`config.mk`:
```
export PLATFORM = sky130hd
export DESIGN_NAME = keypad_event_ctrl
export DESIGN_NICKNAME = d
export VERILOG_FILES = /design/src/rtl/keypad_event_ctrl.sv
export SDC_FILE = /design/constraint.sdc
export NUM_CORES = 1
export LEC_CHECK = 0
export CAP_MARGIN = 25
export CORE_MARGIN = 8
export CORE_UTILIZATION = 54
export DETAILED_ROUTE_END_ITERATION = 10
export HOLD_SLACK_MARGIN = 0.02
export PLACE_DENSITY = 0.79
export SLEW_MARGIN = 20
export SYNTH_ARGS = -nofsm -noshare
export SYNTH_HDL_FRONTEND = slang
export SYNTH_SLANG_ARGS = --single-unit
```
`constraint.sdc`:
```
create_clock -name CLK -period 2.5 [get_ports CLK]
set_input_delay 0.25 -clock CLK [delete_from_list [all_inputs] [get_ports CLK]]
set_output_delay 0.25 -clock CLK [all_outputs]
set_load 0.005 [all_outputs]
```
`src/rtl/keypad_event_ctrl.sv`:
```
// keypad_event_ctrl: debounces a 16-key matrix and queues coded press/release events in a FIFO.
// Define KEYPAD_REPEAT_EN to add auto-repeat of the lowest-index held key.
module keypad_event_ctrl #(
   parameter int SAMPLE_DIV = 50000,
   parameter int DEB_CNT    = 4,
   parameter int FIFO_DEPTH = 8
`ifdef KEYPAD_REPEAT_EN
   ,
   parameter int REPEAT_DELAY = 50,
   parameter int REPEAT_RATE  = 10
`endif
) (
   input  logic                          CLK,
   input  logic                          RSTn,
   input  logic [15:0]                   raw_key,
   output logic [15:0]                   key_state,
   output logic                          evt_valid,
   input  logic                          evt_ready,
   output logic [5:0]                    evt_data,
   output logic [$clog2(FIFO_DEPTH):0]   evt_count,
   output logic                          ovf,
   input  logic                          ovf_clr,
   output logic                          irq
);

   localparam int SDW = $clog2(SAMPLE_DIV);
   localparam int PW  = $clog2(FIFO_DEPTH);
   localparam int CW  = PW + 1;

   logic [SDW-1:0] r_presc;
   logic           w_tick;
   logic [15:0]    r_keyState;
   logic [3:0]     r_cnt [16];
   logic [15:0]    r_pend;
   logic [15:0]    w_toggle;
   logic           w_pendHit;
   logic [3:0]     w_pendIdx;
   logic [15:0]    w_pendClr;
   logic           w_grantValid;
   logic [5:0]     w_pushData;
   logic [5:0]     r_mem [FIFO_DEPTH];
   logic [PW-1:0]  r_wrPtr;
   logic [PW-1:0]  r_rdPtr;
   logic [CW-1:0]  r_count;
   logic [CW-1:0]  w_nextCount;
   logic           w_pop;
   logic           w_full;
   logic           w_push;
   logic           w_drop;
   logic           w_nextOvf;
   logic           r_ovf;
   logic           r_irq;

   assign w_tick = (r_presc == SDW'(SAMPLE_DIV - 1));

   always_ff @(posedge CLK or negedge RSTn) begin
      if (!RSTn)
         r_presc <= '0;
      else if (w_tick)
         r_presc <= '0;
      else
         r_presc <= r_presc + SDW'(1);
   end

   always_comb begin
      w_toggle = '0;
      for (int i = 0; i < 16; i++)
         w_toggle[i] = w_tick && (raw_key[i] != r_keyState[i]) && (r_cnt[i] == 4'(DEB_CNT - 1));
   end

   always_ff @(posedge CLK or negedge RSTn) begin
      if (!RSTn) begin
         r_keyState <= '0;
         for (int i = 0; i < 16; i++)
            r_cnt[i] <= '0;
      end else if (w_tick) begin
         r_keyState <= r_keyState ^ w_toggle;
         for (int i = 0; i < 16; i++) begin
            if (raw_key[i] == r_keyState[i] || w_toggle[i])
               r_cnt[i] <= '0;
            else
               r_cnt[i] <= r_cnt[i] + 4'd1;
         end
      end
   end

`ifdef KEYPAD_REPEAT_EN
   logic        w_anyHeld;
   logic [3:0]  w_heldIdx;
   logic        w_repGrant;
   logic [15:0] r_repCnt;
   logic        r_repFirst;
   logic        r_repPend;

   always_comb begin
      w_anyHeld = 1'b0;
      w_heldIdx = '0;
      for (int i = 0; i < 16; i++) begin
         if (r_keyState[i] && !w_anyHeld) begin
            w_anyHeld = 1'b1;
            w_heldIdx = 4'(i);
         end
      end
   end

   // Any change of the stable key set restarts the delay phase from zero.
   always_ff @(posedge CLK or negedge RSTn) begin
      if (!RSTn) begin
         r_repCnt   <= '0;
         r_repFirst <= 1'b1;
         r_repPend  <= 1'b0;
      end else begin
         if (w_repGrant)
            r_repPend <= 1'b0;
         if (w_toggle != '0 || !w_anyHeld) begin
            r_repCnt   <= '0;
            r_repFirst <= 1'b1;
            r_repPend  <= 1'b0;
         end else if (w_tick) begin
            if ((r_repFirst && r_repCnt == 16'(REPEAT_DELAY - 1)) ||
                (!r_repFirst && r_repCnt == 16'(REPEAT_RATE - 1))) begin
               r_repCnt   <= '0;
               r_repFirst <= 1'b0;
               r_repPend  <= 1'b1;
            end else begin
               r_repCnt <= r_repCnt + 16'd1;
            end
         end
      end
   end
`endif

   always_comb begin
      w_pendHit = 1'b0;
      w_pendIdx = '0;
      for (int i = 0; i < 16; i++) begin
         if (r_pend[i] && !w_pendHit) begin
            w_pendHit = 1'b1;
            w_pendIdx = 4'(i);
         end
      end
      w_pendClr = '0;
      if (w_pendHit)
         w_pendClr[w_pendIdx] = 1'b1;
      w_grantValid = w_pendHit;
      w_pushData   = {1'b0, r_keyState[w_pendIdx], w_pendIdx};
`ifdef KEYPAD_REPEAT_EN
      w_repGrant = 1'b0;
      if (!w_pendHit && r_repPend) begin
         w_repGrant   = 1'b1;
         w_grantValid = 1'b1;
         w_pushData   = {2'b11, w_heldIdx};
      end
`endif
   end

   always_ff @(posedge CLK or negedge RSTn) begin
      if (!RSTn)
         r_pend <= '0;
      else
         r_pend <= (r_pend & ~w_pendClr) | w_toggle;
   end

   // A pop in the same cycle frees the slot, so a push into a full FIFO still lands.
   always_comb begin
      w_pop     = (r_count != '0) && evt_ready;
      w_full    = (r_count == CW'(FIFO_DEPTH));
      w_push    = w_grantValid && (!w_full || w_pop);
      w_drop    = w_grantValid && w_full && !w_pop;
      w_nextOvf = w_drop || (r_ovf && !ovf_clr);
      case ({w_push, w_pop})
         2'b10:   w_nextCount = r_count + CW'(1);
         2'b01:   w_nextCount = r_count - CW'(1);
         default: w_nextCount = r_count;
      endcase
   end

   always_ff @(posedge CLK or negedge RSTn) begin
      if (!RSTn) begin
         for (int i = 0; i < FIFO_DEPTH; i++)
            r_mem[i] <= '0;
         r_wrPtr <= '0;
         r_rdPtr <= '0;
         r_count <= '0;
         r_ovf   <= 1'b0;
         r_irq   <= 1'b0;
      end else begin
         if (w_push) begin
            r_mem[r_wrPtr] <= w_pushData;
            r_wrPtr        <= r_wrPtr + PW'(1);
         end
         if (w_pop)
            r_rdPtr <= r_rdPtr + PW'(1);
         r_count <= w_nextCount;
         r_ovf   <= w_nextOvf;
         r_irq   <= (w_nextCount != '0) || w_nextOvf;
      end
   end

   assign key_state = r_keyState;
   assign evt_valid = (r_count != '0);
   assign evt_data  = r_mem[r_rdPtr];
   assign evt_count = r_count;
   assign ovf       = r_ovf;
   assign irq       = r_irq;

endmodule
```
# == After elaboration in Yosys (flattened, before gate mapping) ==
# Index checks and enable logic that the tools add are counted.
# op_classes
add_sub_neg,21
magnitude_cmp,5
n_eq_ne,52
muxes,60
bitwise_logic,6
n_reduce_logical,93
# op_table
op,count
$mux 4,30
$add 4x1->4 const B,17
$eq 4x2->1 const B,16
$logic_and 1x1->1,54
$bwmux 48,1
$mux 16,2
$logic_or 1x1->1,19
$mux 1,19
$bmux 6 s3,1
$demux 6 s3,1
$logic_not 1->1,18
$mux 6,3
$add 16x1->16 const B,1
$and 16x16->16,1
$eq 1x1->1,16
$eq 16x16->1 const B,1
$ne 1x1->1,16
$not 16->16,1
$or 16x16->16,1
$xor 16x16->16,1
$ge 4x4->1 const B,2
$not 3->4,2
$pmux 4 s2,1
$reduce_bool 4->1,2
other kinds (10),11
# totals
register_bits,172
inputBits,20
output_inout_bits,29
elab_cells,269

# == Logic depth before layout (Yosys ltp) ==
# logic_depth
ltp_word,54
depth_mapped,11
depth_no_buf,10

# == Least setup slack after synthesis ==
# OpenSTA, ideal clock, no wires.
# synth_path
kind,register to register
start,reg r_pend[2]
end,"reg r_irq, in the netlist irq"
arrival_time_ps,2525
setup_slack_ps,-149
stages_incl_launch_ff,10
n_path_buf,1
period_less_slack_ps,2649
path_cell_list,dfrtp_1 > or4_1 > buf_6 > nor4_2 > nor2b_1 > xor2_1 > ha_1 > mux2_2 > nor3_1 > nand2_1
# synth_between
elab_chain_cells,46
elab_cells_between_ends,50
cone_classes,eq/ne: 2; mux: 15; reduce/logical: 33
# synth_lines
element,line_no,source
start: declaration,34,logic [15:0] r_pend;
start signal: assignment,161,r_pend <= (r_pend & ~w_pendClr) | w_toggle;
$logic_and 1x1->1 (*),137,if (r_pend[i] && !w_pendHit) begin
$mux 1 (*),137,
$logic_not 1->1,137,
$logic_and 1x1->1,137,
$mux 1 (*),137,
$logic_not 1->1,137,
$logic_and 1x1->1,137,
$mux 1 (*),137,
(+31 left out),n/a,
$logic_and 1x1->1,137,
$mux 1 (*),137,
$logic_and 1x1->1 (*),168,w_push = w_grantValid && (!w_full || w_pop);
$eq 2x1->1 / $eq 2x2->1 (equally long branches),171,"case ({w_push, w_pop})"
$pmux 4 s2 (*),171,
named net w_nextCount[1],45,logic [CW-1:0] w_nextCount;
$reduce_bool 4->1 (*),196,r_irq <= (w_nextCount != '0) || w_nextOvf;
$logic_or 1x1->1 (*),196,
end signal: assignment,196,
end: declaration,52,logic r_irq;
# The timed path passes the listed nets; every way through them passes the cells marked *.
# A chain may end at the register's enable or synchronous reset.

# == Worst setup path in the final report ==
# layout_path
start,reg r_pend[1]
end,reg r_mem[10] (netlist name)
# layout_between
elab_chain_cells,47
elab_cells_between_ends,63
cone_classes,mux: 33; reduce/logical: 30
# layout_lines
element,line_no,source
$logic_and 1x1->1 (*),137,
$mux 1,137,
$logic_not 1->1,137,
$logic_and 1x1->1,137,
$mux 1,137,
$logic_not 1->1,137,
$logic_and 1x1->1,137,
$mux 1,137,
(+31 left out),n/a,
$logic_and 1x1->1,137,
$mux 1,137,
$logic_not 1->1,137,
$logic_and 1x1->1,137,
$mux 4,137,
$bmux 1 s4,146,"w_pushData = {1'b0, r_keyState[w_pendIdx], w_pendIdx};"
$mux 1 (not written as such),146,
$bwmux 48,189,r_mem[r_wrPtr] <= w_pushData;
end signal: indexed assignment,189,
end: declaration,41,logic [5:0] r_mem [FIFO_DEPTH];
# Mark *: on every way between the ends. The rest lies on a longest branch, timed or not. The select of a mux whose other input is x is not followed.

==> impl_metrics.yaml <==
outcome:
  outcome: "complete, but fails checks"
  failed_checks: "negative setup slack"
clock_tree:
  insertion_delay_ps: 430
  cts_buffers: 17
  path_clk_slew_ps: 70
  cts_buffer_depth: 2
  cts_sinks: 164
  htreeDepth: 4
  cts_tree: "done"
  root_buffer: "clkbuf_16"
synthesis:
  synth-edff-count: 0
  synthFlopType: "dfrtp_1"
  ys_ff_latch: 164
  synthCells: 798
  synth_fa_ha_area_share_pct: 3.06
  ys_warn_count: 0
  postSynthAreaPerCell_um2: 10.2
  synth.mux.area_fraction_pct: 7.44
  syn_nets: 838
  syn_area_um2: 8170
  seq_area_frac_synth_pct: 50.2
  synth.distinct_cells: 57
  synth-simple-area-share_pct: 20.3
  synth-xor-area-share_pct: 3.65
  synth_top_family_by_area: "simple AND/OR/NAND/NOR gates"
  synth-async-reset-ratio_pct: 100
  synth-compound-area-share_pct: 13.7
worst_setup_path:
  crit_start: "r_pend[1]$_DFF_PN0_"
  start_kind: "flop"
  crit_type: "reg2reg"
  critPathMaxFanout: 8
  cp.arrival_ps: 2920
  r2r-start: "r_pend[1]$_DFF_PN0_"
  end_kind: "flop"
  worstPathRequired_ps: 2800
detailed_routing:
  viasPerCell: 5.94
  num_vias: 6686
  ant_nets: 0
  first_pass_iters: 5
  wl_um: 19600
  wl_per_cell_um: 17.4
  drc: 0
  drtIter0Drc: 391
timing:
  final_hold_viol_count: 0
  slew_headroom_pct: 61.6
  whs_ps: 384
  rsz0062_at_grt: "yes"
  drv_slew: 0
  fin_tns_setup_ps: -613
  fmax_mhz: 383
  tightest_slew_ps: 573
  setup_viol: 9
  period_minus_slack_ps: 2610
  fin_crit_sh_pct: 105
  timing.final.ws_setup_ps: -114
  fin_skew_ps: 7.48
floorplanning:
  io_pins: 49
  rows: 45
  start_util_pct: 54.5
  core_um2: 15000
  die_h_um: 139
  die_x_um: 139
  die_area_um2: 19300
power_and_ir_drop:
  seqPwrFrac_pct: 41.8
  ir_drop_mv: 0.465
  p_sw_share_pct: 25.3
  intPower_mw: 5.26
  p_per_area_nw_per_um2: 684
  leakage_nw: 4.50
  p_clk_share_pct: 39.9
  p_sw_mw: 1.78
  p_comb_share_pct: 18.3
global_routing:
  gr-max-usage-layer: "met2"
  use_met3_pct: 5.40
  grt_first_pass_wirelength_um: 31600
  grt_pass1_vias: 6412
  grt_use_total_pct: 20.1
  grt_max_degree: 86
  grtUsageMet2_pct: 32.7
  antenna_found_initial: 0
  grt_overflow: 0
  use_met1_pct: 24.8
placement:
  place_area_um2: 9340
  hpwl_um: 12700
  io_buffers: 47
  place.gp.congestion: 0.862
layout:
  diodes: 0
  drive_above_1_share_pct: 20.9
  fillerInstances: 1059
  final_area_um2: 10300
  final_cell_mix: "dfrtp_1 (162), o21ai_0 (96), nand2_1 (95), buf_4 (78), nor2_1 (76)"
  area.growth.synth_to_final_pct: 26.1
  mostFrequentLayoutCell: "dfrtp_1"
  nNetsFinal: 965
run:
  cap_viol_max_count: 0
min_path:
  hold_class: "in2async"
metrics by stage:
stage	power [mW]	std cells	util, %	worst slack [ps]
global route	7.31	1126	68.8	-247
finish	7.05	1126	68.8	-114
global placement	4.05	1076	62.4	-176
CTS	6.90	1115	67.2	-106
floorplan	3.57	798	-	-50.5
detailed placement	4.09	1076	62.4	-286
synth_stat cells (18+ instances only):
cell      instances  area, um2
nor3b_1          20        150
clkbuf_1         18       67.6
nand3_1          27        135
mux2_2           26        293
a31oi_1          19        119
nand2_1          95        357
dfrtp_1         164       4100
a22o_1           18        158
ha_1             20        250
nor2_1           79        297
o21ai_0          96        480
what timing repair did:
action,CTS,global route
cloned,0,2
endpoints found under the setup margin,16,33
hold buffers,1,0
buffers inserted,6,9
endpoints found under the hold margin,164,0
pin swaps,10,3
gates resized for setup,9,26
worst max-delay path, cell delays in order (launching register included):
cell,delay (ps)
dfrtp_1,370
or4_4,580
or3_4,370
a211oi_4,310
buf_4,160
or3b_2,130
a2111oi_4,70
buf_6,150
nor4_2,210
a31oi_2,120
kinds of logic after synthesis:
logic type | after synthesis
adder cells (fa/ha/maj) | 20
AO/OA/AOI/OAI | 180
flip-flops | 164
other | 1
AND/OR/NAND/NOR | 322
multiplexers | 45
buffers and inverters | 32
XOR/XNOR | 34
routing by layer:
layer	up-vias	wire length [um]
li1	3158	-
met1	3325	8650
met2	173	9630
met3	30	915
met4	0	430
met5	-	0
cell type report:
cell class / instances / area (um2) / area share, %
flip-flops and latches: 164 / 4110 / 39.9
multi-input cells: 602 / 4090 / 39.6
repair buffers: 133 / 1220 / 11.8
clock buffers: 17 / 425 / 4.13
well taps: 188 / 235 / 2.28
clock inverters: 15 / 206 / 2.00
inverters: 7 / 26.3 / 0.255
registers in the layout (all words and copies together) (netlist names):
| name | flops |
|---|---|
| r_presc | 16 |
| r_rdPtr | 3 |
| r_wrPtr | 3 |
| evt_count | 4 |
| r_mem | 40 |
| r_pend | 16 |
| ovf | 1 |
| key_state | 16 |
| irq | 1 |
| r_cnt | 64 |
power groups by stage:
stage               Sequential, mW  Combinational (mW)  Clock [mW]
finish                        2.95                1.29        2.81
global route                  2.96                1.40        2.95
global placement              2.97                1.09           0
detailed placement            2.97                1.11           0
CTS                           2.93                1.14        2.83
floorplan                     2.91               0.658           0
final timing paths:
kind                                           to  slack (ps)  depth (start not counted)
min reg2reg                  r_presc[0]$_DFF_PN0_         460                          1
max                         r_mem[10]$_DFFE_PN0P_        -110                          9
max reg2reg                 r_mem[10]$_DFFE_PN0P_        -110                          9
max in group asynchronous  r_rdPtr[0]$_DFFE_PN0P_        1710                          3
min in group CLK                    ovf$_DFF_PN0_         430                          2
min                          r_presc[8]$_DFF_PN0_         380                          3
Note: power is estimated with default switching activity, not from simulation.
